$ cat config.mk
export PLATFORM = sky130hd
export DESIGN_NAME = seq_shift_add_multiplier_flat
export DESIGN_NICKNAME = d
export VERILOG_FILES = /design/src/rtl/seq_shift_add_multiplier_if.sv /design/src/rtl/seq_shift_add_multiplier.sv /design/src/flat_wrapper.sv
export SDC_FILE = /design/constraint.sdc
export NUM_CORES = 1
export LEC_CHECK = 0
export BUFFER_PORTS_ARGS = -buffer_cell sky130_fd_sc_hd__buf_4
export CAP_MARGIN = 20
export CORE_AREA = 2 2 113 88
export CTS_BUF_LIST = sky130_fd_sc_hd__clkbuf_2
export CTS_CLUSTER_DIAMETER = 80
export DETAILED_ROUTE_END_ITERATION = 6
export DIE_AREA = 0 0 115 90
export PLACE_DENSITY = 0.58
export SLEW_MARGIN = 20
export SYNTH_ARGS = -nofsm -noshare
export SYNTH_HDL_FRONTEND = slang
export SYNTH_SLANG_ARGS = --single-unit
$ cat constraint.sdc
create_clock -name clk -period 3.15 [get_ports clk]
set_clock_uncertainty 0.1 [all_clocks]
set_input_delay 0.315 -clock clk [delete_from_list [all_inputs] [get_ports clk]]
set_output_delay 0.315 -clock clk [all_outputs]
set_load 0.01 [all_outputs]
$ cat src/rtl/seq_shift_add_multiplier_if.sv
// Start/busy/done handshake and operand/result bus for seq_shift_add_multiplier.
// master drives the request; slave is the multiplier.
interface seq_shift_add_multiplier_if #(
  parameter int WIDTH = 8
);
  logic                 start;
  logic [WIDTH-1:0]     a;
  logic [WIDTH-1:0]     b;
  logic                 busy;
  logic                 done;
  logic [2*WIDTH-1:0]   product;

  modport master (output start, a, b, input busy, done, product);
  modport slave  (input start, a, b, output busy, done, product);
endinterface

$ cat src/rtl/seq_shift_add_multiplier.sv
// Sequential shift-and-add multiplier, one multiplier bit per clock, WIDTH+1 cycle latency.
// Define SIGNED_MULT_EN for two's-complement operands (sign/magnitude around the unsigned core).
module seq_shift_add_multiplier #(
  parameter int WIDTH = 8
) (
  input logic                    clk,
  input logic                    reset,
  seq_shift_add_multiplier_if.slave bus
);
  localparam int CW = $clog2(WIDTH + 1);
  localparam int PW = 2 * WIDTH;

  typedef enum logic [1:0] {IDLE, RUN, DONE} state_t;

  state_t            state, state_nxt;
  logic [PW-1:0]     mcand;
  logic [PW-1:0]     acc;
  logic [PW-1:0]     acc_sum;
  logic [PW-1:0]     result;
  logic [PW-1:0]     product_r;
  logic [WIDTH-1:0]  mplr;
  logic [WIDTH-1:0]  op_a;
  logic [WIDTH-1:0]  op_b;
  logic [CW-1:0]     count;
  logic              accept;
  logic              last;

`ifdef SIGNED_MULT_EN
  logic neg;

  // -2^(WIDTH-1) maps to 2^(WIDTH-1), still representable as WIDTH unsigned bits
  function automatic logic [WIDTH-1:0] magnitude(input logic [WIDTH-1:0] v);
    return v[WIDTH-1] ? -v : v;
  endfunction

  function automatic logic [PW-1:0] apply_sign(input logic [PW-1:0] v, input logic n);
    return n ? -v : v;
  endfunction

  assign op_a   = magnitude(bus.a);
  assign op_b   = magnitude(bus.b);
  assign result = apply_sign(acc_sum, neg);
`else
  assign op_a   = bus.a;
  assign op_b   = bus.b;
  assign result = acc_sum;
`endif

  assign accept  = bus.start && (state != RUN);
  assign last    = (state == RUN) && (count == CW'(WIDTH - 1));
  assign acc_sum = mplr[0] ? (acc + mcand) : acc;

  always_comb begin
    state_nxt = state;
    bus.busy  = 1'b0;
    bus.done  = 1'b0;
    case (state)
      IDLE: if (accept) state_nxt = RUN;
      RUN: begin
        bus.busy = 1'b1;
        if (last) state_nxt = DONE;
      end
      DONE: begin
        bus.done  = 1'b1;
        state_nxt = accept ? RUN : IDLE;
      end
      default: state_nxt = IDLE;
    endcase
  end

  assign bus.product = product_r;

  always_ff @(posedge clk) begin
    if (reset) begin
      state     <= IDLE;
      mcand     <= '0;
      mplr      <= '0;
      acc       <= '0;
      count     <= '0;
      product_r <= '0;
`ifdef SIGNED_MULT_EN
      neg       <= 1'b0;
`endif
    end else begin
      state <= state_nxt;
      if (accept) begin
        // operand capture
        mcand <= {{WIDTH{1'b0}}, op_a};
        mplr  <= op_b;
        acc   <= '0;
        count <= '0;
`ifdef SIGNED_MULT_EN
        neg   <= bus.a[WIDTH-1] ^ bus.b[WIDTH-1];
`endif
      end else if (state == RUN) begin
        // one partial product per cycle
        acc   <= acc_sum;
        mcand <= mcand << 1;
        mplr  <= mplr >> 1;
        count <= count + CW'(1);
        if (last) product_r <= result;
      end
    end
  end
endmodule

$ cat src/flat_wrapper.sv
// flat-port wrapper written by rule: the top's interface ports become plain ports
module seq_shift_add_multiplier_flat 
#(
  parameter int WIDTH = 8
)
  (clk, reset, bus_start, bus_a, bus_b, bus_busy, bus_done, bus_product);
  seq_shift_add_multiplier_if #(.WIDTH(WIDTH)) bus_i ();
  input logic clk;
  input logic reset;
  input wire logic [$bits(bus_i.start)-1:0] bus_start;
  input wire logic [$bits(bus_i.a)-1:0] bus_a;
  input wire logic [$bits(bus_i.b)-1:0] bus_b;
  output wire logic [$bits(bus_i.busy)-1:0] bus_busy;
  output wire logic [$bits(bus_i.done)-1:0] bus_done;
  output wire logic [$bits(bus_i.product)-1:0] bus_product;
  assign bus_i.start = bus_start;
  assign bus_i.a = bus_a;
  assign bus_i.b = bus_b;
  assign bus_busy = bus_i.busy;
  assign bus_done = bus_i.done;
  assign bus_product = bus_i.product;
  seq_shift_add_multiplier #(.WIDTH(WIDTH)) u_core (.clk(clk), .reset(reset), .bus(bus_i));
endmodule
### After elaboration in Yosys (flattened, before gate mapping)

Cells that the tools add are included.

* bitwise gates (word level): 1
* muxes and demuxes: 11
* equality and inequality tests: 6
* reductions and logical operators: 7
* add/sub/neg operators: 2

Operator list (count)
* $mux W8: 4
* $add A16 B16 Y16: 1
* $mux W16: 1
* $ne A2 B1 Y1 const B: 3
* $pmux W2 S3: 1
* $add A4 B1 Y4 const B: 1
* $eq A4 B3 Y1 const B: 1
* $mux W2: 2
* $mux W1: 3
* $reduce_and A3 Y1: 1
* $eq A2 B1 Y1 const B: 1
* $eq A2 B2 Y1 const B: 1
* $logic_and A1 B1 Y1: 2
* $logic_not A2 Y1: 1
* $reduce_and A2 Y1: 1
* $reduce_bool A2 Y1: 1
* $reduce_or A2 Y1: 1
* $not A1 Y1: 1

* logic and storage cells: 34
* register bits after elaboration: 62
* bits of input ports: 19

### Depth between registers and ports, before layout

* depth after elaboration: 4
* gate-level depth with buffers: 9
* mapped depth without buffers: 9

### Least setup slack after synthesis

Ideal clock, no wire load.

* path kind: register -> register
* start point: register u_core.acc[0]
* end point: register u_core.acc[14]
* cell stages (with the launch flop): 10
* buffers on the path: 0
* path slack: 912 ps
* required time: 2980 ps
* setup time: 70 ps
* arrival time: 2068 ps
* cell sequence: dfxtp_1 > ha_1 > fa_1 > a21oi_1 > o21ai_0 > a21o_1 > a221oi_2 > xor2_1 > or2_1 > a21oi_1

* longest elaborated chain between the ends: 2

Ends and longest elaborated chain
* start, declared: line seq_shift_add_multiplier.sv:17 `logic [PW-1:0] acc;`
* start signal, assigned: line seq_shift_add_multiplier.sv:97 `acc <= acc_sum;`
* $add A16 B16 Y16: line seq_shift_add_multiplier.sv:51 `assign acc_sum = mplr[0] ? (acc + mcand) : acc;`
* $mux W16: line seq_shift_add_multiplier.sv:51

Every way passes these cells.
A chain may end at the register's enable or synchronous reset.

### Worst setup path after layout

* start point: register u_core.acc[8]
* end point: register u_core.product_r[13], in the netlist u_core.bus.product[13]

* longest elaborated chain between the ends: 2

Ends and longest elaborated chain
* $add A16 B16 Y16: line seq_shift_add_multiplier.sv:51
* $mux W16: line seq_shift_add_multiplier.sv:51
* end signal, assigned: line seq_shift_add_multiplier.sv:101 `if (last) product_r <= result;`
* end, declared: line seq_shift_add_multiplier.sv:20 `logic [PW-1:0] product_r;`

Every way passes these cells.

==> key figures <==
Critical path
  • Slowest stage delay, CP: 0.37 ns
  • CP required: ~3.5 ns
  • CP Buf/Inv Count: 0
  • Worst Path Max Fanout: 5
  • Crit Path Category: register to register
  • Critical Path Sink Type: register
  • Top delay family on crit path: compound AO/OA/AOI/OAI gates
  • CP Launch Type: register
  • Slowest CP cell: dfxtp_1
  • Crit-path cells: ha_1 -> a21oi_1 -> o21ai_1 -> a211oi_1 -> o31ai_1 -> a31oi_1 -> mux2_1 -> a311oi_1
  • Crit path DAT: 2.91 ns

Synth
  • Async SR Flop Fraction: 0
  • Cell Area, Synth: 3172 µm²
  • Synth Register Bits: 62
  • Synthesized Nets: 409
  • Synth Flop Type: dfxtp_1
  • Synth Area per Inst: about 8.5 µm²
  • Register area share after synthesis: 0.3913
  • Synth Instances: 373
  • Post-synth EDFFs: 0
  • Synth Warn #: 0
  • Synth cell types: 46

Pwr
  • Combinational share of power: 0.130
  • Sw frac: 0.3017
  • Leak: 1.530 nW
  • Internal Power: around 1.1 mW
  • Sequential share of power: 0.539
  • Clock power share: 0.331
  • Power per cell area: 412.9 nW/µm²
  • Peak supply drop: 0.0001667 V
  • Switch Pwr: 468.1 µW

STA
  • RSZ-0062 raised after global routing: no
  • Finish-stage setup viols: 0
  • Final WS setup: 0.5913 ns
  • Max Freq: 390.8 MHz
  • Final hold violations: 0
  • Worst Tran Pin Value: 0.6563 ns
  • Period utilisation layout: 0.8123
  • Final period demand of the worst path: about 2.6 ns
  • Final setup TNS: 0 ns
  • Slew HR: 0.5619
  • Slew Viols, Final: 0

Global route
  • First-pass GRT wire length: approximately 13 mm
  • Total GRT Usage: 0.1578
  • Largest net degree at the start of global routing: 40
  • Initial antenna violation count: 0
  • Vias in the first global route: between 2000 and 2500
  • Congestion Overflow GR: 0

Die
  • Die height: approximately 90 µm
  • Die ar.: 10350 µm²
  • Cell Rows: 31
  • Core area: 9309 µm²
  • Chip width: 115 µm
  • Starting Density: 0.3407
  • Io pins: 37

Clock network
  • Number of clock sinks: 62
  • CTS tree: built
  • Clock transition at the registers of the reported paths: 0.20 ns
  • H-tree depth: 3
  • # resized after CTS: 0
  • CTS root buf: clkbuf_2
  • Postcts setup bufs: 0
  • Num CTS Buffers: 9
  • Later-pin clock latency in the skew report: between 0.5 and 0.6 ns
  • CTS max path bufs: 2
  • Hold_buf cts: 10

Placement
  • GP Congestion: around 0.9
  • Hpwl dp: 5.801 mm
  • Place WS: 0.6341 ns
  • I/O Buffers: 36

Cells and area
  • Antenna diodes: 0
  • Layout Nets: around 450
  • Area growth, synth to finish: 18.50%
  • Layout cells sized above 1: 0.1563

Routing
  • WL final: 7.903 mm
  • Remaining routing DRC violations: 0
  • Vias: 2688
  • DRT iter0 DRCs: ~120
  • Post-DR wirelength/cell: 14.88 µm
  • Routed Antenna Nets: 0
  • Pre-antenna DRT Iters: 4
  • Vias per inst: 5.062

Job
  • Max Cap Viol: 0

Outcome
  • Outcome: finished, final reports clean

Worst hold path
  • Kind of path behind the tightest hold check: input pin to register
[worst paths after layout]
path	end	startpoint	depth (start not counted)	slack, ns
max	u_core.bus.product[13]$_SDFFE_PP0P_	u_core.acc[8]$_SDFFE_PP0P_	8	0.59
min	u_core.mplr[2]$_SDFFE_PP0P_	bus_b[2]	3	0.03
max reg2reg	u_core.bus.product[13]$_SDFFE_PP0P_	u_core.acc[8]$_SDFFE_PP0P_	8	0.59
min reg2reg	u_core.bus.product[2]$_SDFFE_PP0P_	u_core.bus.product[2]$_SDFFE_PP0P_	2	0.39
[cell usage after synthesis, types with 3 or more instances]
cell	n	area, µm²
nand2_1	49	183.9
o21ai_1	3	15.01
inv_1	3	11.26
xnor2_1	5	43.79
clkbuf_1	22	82.58
dfxtp_1	62	1241
nor3_1	5	25.02
a21oi_1	38	190.2
nor2b_1	4	25.02
a211oi_1	29	217.7
o21ai_0	9	45.04
nand3_1	6	30.03
nor2_1	43	161.4
ha_1	16	200.2
xor2_1	11	96.34
nand2b_1	3	18.77
mux2i_1	27	270.3
[sequential cells by signal, indices dropped and copies added, names as in the netlist]
name,cells
u_core.mcand,16
u_core.bus.product,16
u_core.count,4
u_core.acc,16
u_core.state,2
u_core.mplr,8
[metal layers]
| layer | up-vias | global-route usage | wire length, µm | share of wire |
|---|---|---|---|---|
| met4 | 0 | 0.03313 | 33 | 0.0042 |
| met3 | 4 | 0.05057 | 468 | 0.059 |
| met5 | - | 0 | 0 | 0 |
| li1 | 1402 | - | - | - |
| met2 | 75 | 0.2034 | 3079 | 0.39 |
| met1 | 1207 | 0.2496 | 4321 | 0.55 |
[cells by family after synthesis]
family          synth area share
mux                      0.08876
buf+inv                  0.03511
compound gates            0.2012
flops                     0.3913
simple gates              0.1700
fa+ha+maj                0.06943
xor+xnor                 0.04418
[stage by stage]
stage                 util  hold WS [ns]  cell area, µm²  std cells  power [mW]
finish              0.4038       0.03031            3759        531       1.552
global route        0.4038      0.004806            3759        531       1.636
CTS                 0.4027     0.0002062            3749        530       1.576
detailed placement  0.3792        0.3649            3530        504       1.044
global placement    0.3792        0.3586            3530        504       1.043
floorplan                -        0.3448            3172        373      0.9826
[layout by cell type (no fill, tap or decap), types with 5 or more instances in the layout]
cell / instances
a211oi_1: 29
a21oi_1: 38
buf_4: 41
clkbuf_2: 9
dfxtp_1: 62
dlygate4sd3_1: 11
ha_1: 16
mux2i_1: 27
nand2_1: 49
nand3_1: 6
nor2_1: 42
nor3_1: 5
o21ai_0: 9
xnor2_1: 5
xor2_1: 11
[area by class of cell]
class | instances | area [µm²]
Tap cell | 115 | 143.9
Sequential cell | 62 | 1241
Timing Repair Buffer | 52 | 417.9
Multi-Input combinational cell | 282 | 1822
Clock inverter | 7 | 73.82
Fill cell | 960 | 5550
Clock buffer | 9 | 45.04
Inverter | 4 | 15.01
[tightest hold or removal path, cell delays in order]
cell      delay (ns)
buf_4           0.11
mux2i_1         0.13
a211oi_1        0.08
[power by group through the flow]
stage	combinational (mW)	sequential, mW	clock [mW]
final	0.201	0.837	0.514
after global routing	0.221	0.841	0.574
after CTS	0.201	0.837	0.538
after detailed placement	0.191	0.853	0
after global placement	0.190	0.853	0
after floorplan	0.142	0.840	0
No activity file was read; power rests on OpenSTA's default activity.
